**src/rtl/alu32_rr_arbiter.sv**
```systemverilog
`default_nettype none
// ============================================================================
//  Module      : alu32_rr_arbiter
//  Description : Shared add/sub datapath for two requesters. A round-robin
//                arbiter picks one operation per cycle. The result and flags
//                go into a single-entry output register that is tagged with
//                the requester id and drained by a valid/ready handshake.
//  Revision    : 1.0 - initial release
// ============================================================================
module alu32_rr_arbiter #(
    parameter int WIDTH = 32,
    parameter int CNT_W = 16
) (
    input  logic             clk,
    input  logic             rst,

    input  logic             req0_valid,
    output logic             req0_ready,
    input  logic             req0_sub_add,
    input  logic [WIDTH-1:0] req0_a,
    input  logic [WIDTH-1:0] req0_b,

    input  logic             req1_valid,
    output logic             req1_ready,
    input  logic             req1_sub_add,
    input  logic [WIDTH-1:0] req1_a,
    input  logic [WIDTH-1:0] req1_b,

    output logic             resp_valid,
    input  logic             resp_ready,
    output logic             resp_id,
    output logic [WIDTH-1:0] result,
    output logic             carry,
    output logic             zero,
    output logic             overflow,
    output logic [CNT_W-1:0] op_count
);

    localparam logic [0:0] S_EMPTY = 1'b0;
    localparam logic [0:0] S_FULL  = 1'b1;

    logic [0:0]       r_state;
    logic [0:0]       w_stateNext;
    logic             r_prio;
    logic             r_respId;
    logic [WIDTH-1:0] r_result;
    logic             r_carry;
    logic             r_zero;
    logic             r_overflow;
    logic [CNT_W-1:0] r_opCount;

    logic             w_canAccept;
    logic             w_grantValid;
    logic             w_grantId;
    logic             w_xfer;
    logic             w_consume;
    logic             w_subAdd;
    logic [WIDTH-1:0] w_a;
    logic [WIDTH-1:0] w_b;
    logic [WIDTH-1:0] w_bx;
    logic [WIDTH:0]   w_sum;
    logic [WIDTH-1:0] w_result;
    logic             w_overflow;

    // Arbitration: prefer r_prio when both ask; readies are suppressed in reset
    always_comb begin
        w_canAccept  = !rst && ((r_state == S_EMPTY) || resp_ready);
        w_grantValid = req0_valid || req1_valid;
        w_grantId    = (req0_valid && req1_valid) ? r_prio : req1_valid;
        w_xfer       = w_canAccept && w_grantValid;
        req0_ready   = w_xfer && !w_grantId;
        req1_ready   = w_xfer && w_grantId;
        w_consume    = (r_state == S_FULL) && resp_ready;
    end

    // Datapath: subtract is a + ~b + 1 so carry=1 means no borrow
    always_comb begin
        w_subAdd   = w_grantId ? req1_sub_add : req0_sub_add;
        w_a        = w_grantId ? req1_a : req0_a;
        w_b        = w_grantId ? req1_b : req0_b;
        w_bx       = w_b ^ {WIDTH{w_subAdd}};
        w_sum      = {1'b0, w_a} + {1'b0, w_bx} + {{WIDTH{1'b0}}, w_subAdd};
        w_result   = w_sum[WIDTH-1:0];
        w_overflow = (w_a[WIDTH-1] == w_bx[WIDTH-1]) &&
                     (w_result[WIDTH-1] != w_a[WIDTH-1]);
    end

    // Output register occupancy: a grant always refills, a drain alone empties
    always_comb begin
        w_stateNext = r_state;
        case (r_state)
            S_EMPTY: if (w_xfer) w_stateNext = S_FULL;
            S_FULL: begin
                if (w_xfer)          w_stateNext = S_FULL;
                else if (resp_ready) w_stateNext = S_EMPTY;
            end
            default: w_stateNext = S_EMPTY;
        endcase
    end

    // State register
    always_ff @(posedge clk) begin
        if (rst) r_state <= S_EMPTY;
        else     r_state <= w_stateNext;
    end

    // Result/flag register: loads on every accepted operation, else holds
    always_ff @(posedge clk) begin
        if (rst) begin
            r_respId   <= 1'b0;
            r_result   <= '0;
            r_carry    <= 1'b0;
            r_zero     <= 1'b0;
            r_overflow <= 1'b0;
        end else if (w_xfer) begin
            r_respId   <= w_grantId;
            r_result   <= w_result;
            r_carry    <= w_sum[WIDTH];
            r_zero     <= ~|w_result;
            r_overflow <= w_overflow;
        end
    end

    // Round-robin pointer: the requester just served loses priority
    always_ff @(posedge clk) begin
        if (rst)         r_prio <= 1'b0;
        else if (w_xfer) r_prio <= ~w_grantId;
    end

    // Completed-response counter, wraps naturally
    always_ff @(posedge clk) begin
        if (rst)            r_opCount <= '0;
        else if (w_consume) r_opCount <= r_opCount + {{(CNT_W-1){1'b0}}, 1'b1};
    end

    assign resp_valid = (r_state == S_FULL);
    assign resp_id    = r_respId;
    assign result     = r_result;
    assign carry      = r_carry;
    assign zero       = r_zero;
    assign overflow   = r_overflow;
    assign op_count   = r_opCount;

endmodule
`default_nettype wire
```
**config.mk**
```make
export PLATFORM = sky130hd
export DESIGN_NAME = alu32_rr_arbiter
export DESIGN_NICKNAME = d
export VERILOG_FILES = /design/src/rtl/alu32_rr_arbiter.sv
export SDC_FILE = /design/constraint.sdc
export NUM_CORES = 1
export LEC_CHECK = 0
export CAP_MARGIN = 20
export CORE_UTILIZATION = 46
export CTS_CLUSTER_SIZE = 12
export DETAILED_ROUTE_END_ITERATION = 10
export PLACE_DENSITY = 0.81
export SETUP_SLACK_MARGIN = 0.15
export SLEW_MARGIN = 20
export SYNTH_ARGS = -nofsm -noshare
export SYNTH_HDL_FRONTEND = slang
export SYNTH_SLANG_ARGS = --single-unit
```
**constraint.sdc**
```tcl
create_clock -name clk -period 7.67 [get_ports clk]
set_input_delay 2.301 -clock clk [delete_from_list [all_inputs] [get_ports clk]]
set_output_delay 2.301 -clock clk [all_outputs]
set_load 0.03 [all_outputs]
```
# Yosys cells after proc, flatten, opt, wreduce, memory -nomap -nowiden
# Index checks and enable logic that the tools add are counted.
# Widths: inputs -> output; s select.
[word_totals]
register_bits = 54
inputBits = 135
out_inout_bits = 55
elab_cells = 37
[op_classes]
add_sub_neg = 3
eq_ne = 2
n_mux = 8
bitwise = 3
n_reduce_logical = 13
[ops]
columns = ["op", "n"]
rows = [
  ["$mux 32", 2],
  ["$add 32x32->33", 1],
  ["$add 33x1->33", 1],
  ["$reduce_or 32->1", 1],
  ["$xor 32x32->32", 1],
  ["$add 16x1->16 const B", 1],
  ["$logic_and 1x1->1", 7],
  ["$mux 1", 5],
  ["$logic_not 1->1", 3],
  ["$logic_or 1x1->1", 2],
  ["$not 1->1", 2],
  ["$pmux 1 s2", 1],
  ["$eq 1x1->1", 1],
  ["$ne 1x1->1", 1],
]

# Longest topological paths before layout
# Gate-level depths: netlist (run 1).
[depth]
word_depth = 8
ltp_mapped = 18
mapped_depth_nobuf = 15

# Worst setup path before layout (run 1)
# No wires, ideal clock.
[synth_path]
path_type = "input to register"
start = "input port req0_valid"
end = "register r_zero, in the netlist zero"
setup_time_ns = 0.069
t_arrival_ns = 6.147
required_time_ns = 7.601
path_slack_ns = 1.454
path_stages = 17
n_path_buf = 2
cell_sequence = "nand2b_1 -> nand2_1 -> clkbuf_1 -> mux2i_1 -> clkbuf_1 -> xor2_1 -> fa_1 -> a21o_1 -> a221oi_4 -> nand3b_2 -> nand3_4 -> a211oi_2 -> xnor2_1 -> a2111o_1 -> nor4_1 -> nand4b_1 -> o21ai_1"
[synth_between]
elab_chain_len = 8
word_cells_on_any_way = 12
cone_classes = "2 x add/sub; 4 x mux; 1 x bitwise; 5 x reduce/logical"
[synth_rtl]
columns = ["item", "line_no", "source"]
rows = [
  ["start: declaration", "17", "input logic req0_valid,"],
  ["$logic_and 1x1->1", "69", "w_grantId = (req0_valid && req1_valid) ? r_prio : req1_valid;"],
  ["$mux 1", "69", ""],
  ["$mux 32 / $mux 1 (equally long branches)", "80, 78", ""],
  ["$xor 32x32->32", "81", "w_bx = w_b ^ {WIDTH{w_subAdd}};"],
  ["$add 32x32->33", "82", "w_sum = {1'b0, w_a} + {1'b0, w_bx} + {{WIDTH{1'b0}}, w_subAdd};"],
  ["$add 33x1->33", "82", ""],
  ["$reduce_or 32->1", "119", "r_zero <= ~|w_result;"],
  ["$logic_not 1->1", "119", ""],
  ["end signal: assignment", "119", ""],
  ["end: declaration", "48", "logic r_zero;"],
]
# Several ways; a longest one is shown, not always the timed one.
# A chain may end at the register's enable or synchronous reset.

# Worst setup path in the final report (run 1)
[layout_path]
start = "input port req1_valid"
end = "output port req1_ready"
[layout_between]
elab_chain_len = 3
word_cells_on_any_way = 5
cone_classes = "1 x mux; 4 x reduce/logical"
[layout_rtl]
columns = ["item", "line_no", "source"]
rows = [
  ["start: declaration", "23", "input logic req1_valid,"],
  ["$logic_and 1x1->1 / $logic_or 1x1->1 (equally long branches)", "69, 68", ""],
  ["$mux 1 / $logic_and 1x1->1 (equally long branches)", "69, 70", ""],
  ["$logic_and 1x1->1 (*)", "72", "req1_ready = w_xfer && w_grantId;"],
  ["end: declaration", "24", "output logic req1_ready,"],
]
# Mark *: on every way between the ends. The rest lies on a longest branch, timed or not.

==> results of run 1 <==
[logic make-up after synthesis]
kind of cell | after synthesis | share of synthesized area
simple gates | 218 | 0.210
compound gates | 143 | 0.178
xor+xnor | 74 | 0.127
mux | 69 | 0.143
buf+inv | 57 | 0.0494
flops | 54 | 0.211
fa+ha+maj | 33 | 0.0821
[layout by cell type, fill, tap and decap left out, types with 4 or more instances in the layout]
master	synthesis	routed
nand4_1	15	15
a21oi_1	43	43
a21o_1	7	7
nor3_1	8	8
nand2b_1	5	5
nor4_1	5	5
inv_1	19	19
o21ai_0	43	43
clkdlybuf4s50_1	0	189
xnor2_1	19	19
mux2_2	32	32
nand2_1	56	55
nor2_1	45	45
dfxtp_1	54	54
and3_1	4	4
clkbuf_8	2	5
o21bai_1	5	5
buf_4	1	6
o31ai_1	5	5
a211oi_1	6	6
nand3_1	55	55
xor2_1	55	55
mux2i_1	37	36
ha_1	32	32
[flip-flops by register name, summed over array words and instances (netlist names)]
signal and cells:
r_prio 1, carry 1, overflow 1, op_count 16, result 32, resp_valid 1
resp_id 1, zero 1
[synthesized netlist by cell type (all sizes together), types with 19 or more instances]
| master | n |
|---|---|
| inv | 19 |
| ha | 32 |
| mux2 | 32 |
| nor2 | 46 |
| a21oi | 44 |
| clkbuf | 28 |
| mux2i | 37 |
| xor2 | 55 |
| dfxtp | 54 |
| nand3 | 56 |
| xnor2 | 19 |
| o21ai | 46 |
| nand2 | 56 |
[final cells by class]
cell class	count	area, µm²	share of cell area
multi-input combinational	537	3810	0.528
timing repair buffer	196	1960	0.271
sequential	54	1080	0.150
tap	140	175	0.0243
inverter	20	75.1	0.0104
clock buffer	5	68.8	0.00955
clock inverter	3	45.0	0.00625
[path summary, 6_finish.rpt]
check | depth (start not counted) | to
worst max-delay path | 5 | req1_ready
worst min-delay path | 2 | carry
worst max register to register | 15 | overflow
worst min register to register | 2 | carry
[critical path, cell delays in order]
cell and delay [ns]:
clkdlybuf4s50_1 0.62, nor2_1 0.10, or3_2 0.60, nor2_1 0.24, clkdlybuf4s50_1 0.72
[per-stage QoR]
step,cell area (µm²),setup WS (ns)
2_1_floorplan,5120,1.45
3_3_place_gp,7090,0.772
3_5_place_dp,7090,0.645
4_1_cts,7210,0.803
5_1_grt,7210,0.655
6_report,7210,0.778
[where the power goes]
part,switching [mW],internal (mW)
clock network,0.0991,0.0972
logic,0.548,0.395
registers,0.0316,0.333
[layer usage]
layer  up-vias  track usage  wire length, µm
met3        31       0.0454             1110
met5         -            0                0
met1      2500        0.342             6870
met2       234        0.465             7360
li1       2670            -                -
met4         0       0.0705              291
==> impl_metrics.env, run 1 <==
export IMPL_fin_tns_setup_ns=0
export IMPL_via_per_inst=5.69
export IMPL_layout_drive_gt1_share=0.0847
export IMPL_min_path_type="reg2reg"
export IMPL_fill_cells=928
export IMPL_worst_slew_margin_rel=0.376
export IMPL_worst_pin_slew_ns=0.930
export IMPL_rows=38
export IMPL_synth_seq_area_share=0.211
export IMPL_crit_type="in2out"
export IMPL_dr_total_vias=5435
export IMPL_timing_rr_start="r_prio"
export IMPL_clock_skew_ns=0.00424
export IMPL_synthesis_nets=816
export IMPL_syn_inst=648
export IMPL_clk_pin_slew_ns=0.10
export IMPL_finalHoldViolCount=0
export IMPL_drc_errors=0
export IMPL_boundaryPins=190
export IMPL_io_buffers=189
export IMPL_ys_ff_latch=54
export IMPL_fp_dieW_um=107
export IMPL_ant_nets=0
export IMPL_outcome="completed"
export IMPL_core_area_um2=10800
export IMPL_powerDensity_nw_per_um2=209
export IMPL_clk_insertion_delay_late_ns=0.32
export IMPL_finalSetupViolCount=0
export IMPL_leakage_nw=2.93
export IMPL_drv_slew=0
export IMPL_vdd_drop_max_mv=0.172
export IMPL_start_util=0.472
export IMPL_cts_sink_count=54
export IMPL_placed_cells=947
export IMPL_first_global_vias=5096
export IMPL_yosysWarnings=0
export IMPL_cts_hold_buf=0
export IMPL_die_area_um2=11600
export IMPL_numCtsBuffers=5
export IMPL_drt_first_pass_iters=5
export IMPL_worstPathRequired_ns=5.37
export IMPL_antenna_found_initial=0
export IMPL_grt_overflow_total=0
export IMPL_final_core_util=0.665
export IMPL_synthArstFlopShare=0
export IMPL_clock_root_buffer="clkbuf_8"
export IMPL_cp_arrival_ns=4.59
export IMPL_grt_pass1_wl_um=24700
export IMPL_cts_resized=0
export IMPL_syn_mean_instance_area_um2=7.90
export IMPL_gp_congestion=0.914
export IMPL_layout_cells_non_filler=955
export IMPL_startpoint="req1_valid"
export IMPL_yosys_area_top_type_share=0.211
export IMPL_finalCritPeriodShare=0.899
export IMPL_synth_cell_types=67
export IMPL_holdCritStartpoint="carry"
export IMPL_p_total_mw=1.50
export IMPL_cts_setup_buffers=0
export IMPL_grt_use_total=0.268
export IMPL_area_delta_synth_final_pct=40.8
export IMPL_netlist_top_cells_area="dfxtp_1 21%, xor2_1 9.4%, ha_1 7.8%, mux2i_1 7.2%, mux2_2 7.0%"
export IMPL_endpoint_kind="primary output"
export IMPL_wl_per_cell_um=16.4
export IMPL_synth_edf_count=0
export IMPL_cts_path_max_buffers=2
export IMPL_cp_max_fo=22
export IMPL_dp_hpwl_um=13000
export IMPL_cts_tree="done"
export IMPL_yosysTopAreaCell="dfxtp_1"
export IMPL_htreeDepth=2
export IMPL_whs_ns=0.460
export IMPL_drtIter0Drc=417
export IMPL_fin_crit_ns=6.89
export IMPL_final_nets=982
export IMPL_syn_area_um2=5120
export IMPL_start_kind="input pin"
export IMPL_fmax_mhz=145
export IMPL_maxCapViolations=0
export IMPL_die_h_um=107
export IMPL_rsz0062_at_grt="false"
export IMPL_antenna_cells=0
export IMPL_rrSetupSlack_ns=3.05
export IMPL_wl_um=15600
export IMPL_grt_max_degree=43
export IMPL_ys_flop_type="dfxtp_1"
No activity file was read; power rests on OpenSTA's default activity.
==> run 2: changes to the inputs <==
--- a/config.mk
+++ b/config.mk
@@ -11,6 +11,7 @@
 export DETAILED_ROUTE_END_ITERATION = 10
 export PLACE_DENSITY = 0.81
 export SETUP_SLACK_MARGIN = 0.15
+export SKIP_LAST_GASP = 1
 export SLEW_MARGIN = 20
 export SYNTH_ARGS = -nofsm -noshare
 export SYNTH_HDL_FRONTEND = slang
==> constraint.sdc (replaced) <==
create_clock -name clk -period 7.1 [get_ports clk]
set_input_delay 2.13 -clock clk [delete_from_list [all_inputs] [get_ports clk]]
set_output_delay 2.13 -clock clk [all_outputs]
set_load 0.03 [all_outputs]
==> impl_metrics.env, run 2 (synthesis gave the netlist of run 1 again) <==
export IMPL_drt_first_pass_iters=5
export IMPL_grt_pass1_wl_um=25700
export IMPL_die_area_um2=11600
export IMPL_cp_cell_sequence="clkdlybuf4s50_1 > nand2b_1 > nand2_4 > mux2i_4 > buf_4 > xor2_1 > ha_1 > nand4_1 > a2111oi_0 > nand3b_1 > o221ai_1 > xnor2_1 > o21ai_1 > a2111o_1 > nor4_1 > nand4b_1 > o21ai_1"
export IMPL_critical_path_most_common_cell="o21ai_1"
export IMPL_grt_overflow_total=0
export IMPL_vdd_drop_max_mv=0.176
export IMPL_cp_max_fo=16
export IMPL_antenna_cells=0
export IMPL_core_area_um2=10800
export IMPL_cts_path_max_buffers=2
export IMPL_slowest_stage="mux2i_4"
export IMPL_grt_max_degree=65
export IMPL_largest_reg_flops=32
export IMPL_dp_hpwl_um=13300
export IMPL_finalSetupViolCount=0
export IMPL_cts_setup_buffers=0
export IMPL_timing_rr_start="r_prio"
export IMPL_fin_ws_ns=0.593
export IMPL_wl_per_cell_um=16.8
export IMPL_ant_nets=0
export IMPL_cts_resized=0
export IMPL_cts_tree="done"
export IMPL_powerDensity_nw_per_um2=225
export IMPL_startpoint="req0_valid"
export IMPL_cts_hold_buf=0
export IMPL_grt_use_total=0.279
export IMPL_via_per_inst=5.66
export IMPL_drc_errors=0
export IMPL_area_delta_synth_final_pct=41.0
export IMPL_final_nets=984
export IMPL_fin_tns_setup_ns=0
export IMPL_critPathTopFamily="compound AO/OA/AOI/OAI gates"
export IMPL_rsz0062_at_grt="false"
export IMPL_outcome="completed"
export IMPL_first_global_vias=5143
export IMPL_fmax_mhz=154
export IMPL_worstPathRequired_ns=7.35
export IMPL_numCtsBuffers=5
export IMPL_cts_sink_count=54
export IMPL_die_h_um=107
export IMPL_wl_um=16100
export IMPL_drv_slew=0
export IMPL_cp_num_buf_inv=2
export IMPL_dr_total_vias=5411
export IMPL_holdCritStartpoint="result[23]"
export IMPL_worst_slew_margin_rel=0.368
export IMPL_fin_crit_ns=6.51
export IMPL_worst_pin_slew_ns=0.942
export IMPL_final_common_cell="clkdlybuf4s50_1"
export IMPL_start_kind="input pin"
export IMPL_min_path_type="reg2reg"
export IMPL_cp_arrival_ns=6.76
export IMPL_fp_dieW_um=107
export IMPL_clock_root_buffer="clkbuf_8"
export IMPL_htreeDepth=2
export IMPL_clock_skew_ns=0.00924
export IMPL_start_util=0.472
export IMPL_rows=38
export IMPL_layout_drive_gt1_share=0.0882
export IMPL_post_place_ws_ns=0.270
export IMPL_final_cell_mix="187 x clkdlybuf4s50_1, 55 x xor2_1, 55 x nand3_1, 55 x nand2_1, 54 x dfxtp_1"
export IMPL_clk_pin_slew_ns=0.09
export IMPL_endpoint_kind="register"
export IMPL_antenna_found_initial=0
export IMPL_io_buffers=189
export IMPL_leakage_nw=2.96
export IMPL_boundaryPins=190
export IMPL_finalCritPeriodShare=0.916
export IMPL_gp_congestion=0.936
export IMPL_crit_type="in2reg"
export IMPL_clk_insertion_delay_late_ns=0.31
export IMPL_finalHoldViolCount=0
export IMPL_crit_path_max_incr_delay_ns=0.68
export IMPL_maxCapViolations=0
export IMPL_drtIter0Drc=435
[run 2: changes by cell type in the layout (fill, tap and decap cells not counted)]
| cell | before | now |
|---|---|---|
| buf_4 | 6 | 10 |
| clkbuf_8 | 5 | 6 |
| clkdlybuf4s50_1 | 189 | 187 |
| clkinvlp_4 | 2 | 0 |
[run 2: layer usage]
metal  vias to the layer above  track usage  wire (µm)
met3                        24       0.0309        865
met4                         0       0.0773        303
met1                      2507        0.367       7230
met2                       215        0.478       7660
met5                         -            0          0
li1                       2665            -          -
[run 2: report_power, final]
group          internal (mW)  switching [mW]  total [mW]
combinational          0.428           0.595        1.02
clock                  0.113          0.0972       0.210
sequential             0.359          0.0336       0.393
total                  0.900           0.726        1.63
[run 2: final cells by class]
cell class	instances	area [µm²]
clock inverter	1	30.0
inverter	20	75.1
fill	911	3620
timing repair buffer	198	1970
multi-input combinational	537	3810
tap	140	175
clock buffer	6	82.6
sequential	54	1080
[run 2: worst paths after layout]
| path | to | slack, ns | depth (start not counted) |
|---|---|---|---|
| setup / recovery | zero | 0.59 | 17 |
| hold / removal | result[23] | 0.46 | 2 |
| setup reg to reg | zero | 2.54 | 16 |
| hold reg to reg | result[23] | 0.46 | 2 |
[run 2: per-stage QoR]
stage | hold slack, ns | instances | power, mW | instance area (µm²) | util
global placement | 0.445 | 949 | 1.40 | 7100 | 0.655
floorplan | 0.476 | 648 | 1.05 | 5120 | -
CTS | 0.467 | 956 | 1.62 | 7220 | 0.666
detailed placement | 0.451 | 949 | 1.41 | 7100 | 0.655
finish | 0.463 | 956 | 1.63 | 7220 | 0.666
global route | 0.489 | 956 | 1.73 | 7220 | 0.666
[run 2: worst min-delay path: stages, from the launching register on]
cell	delay, ns
dfxtp_1	0.32
nand3_1	0.06
nand2_1	0.04
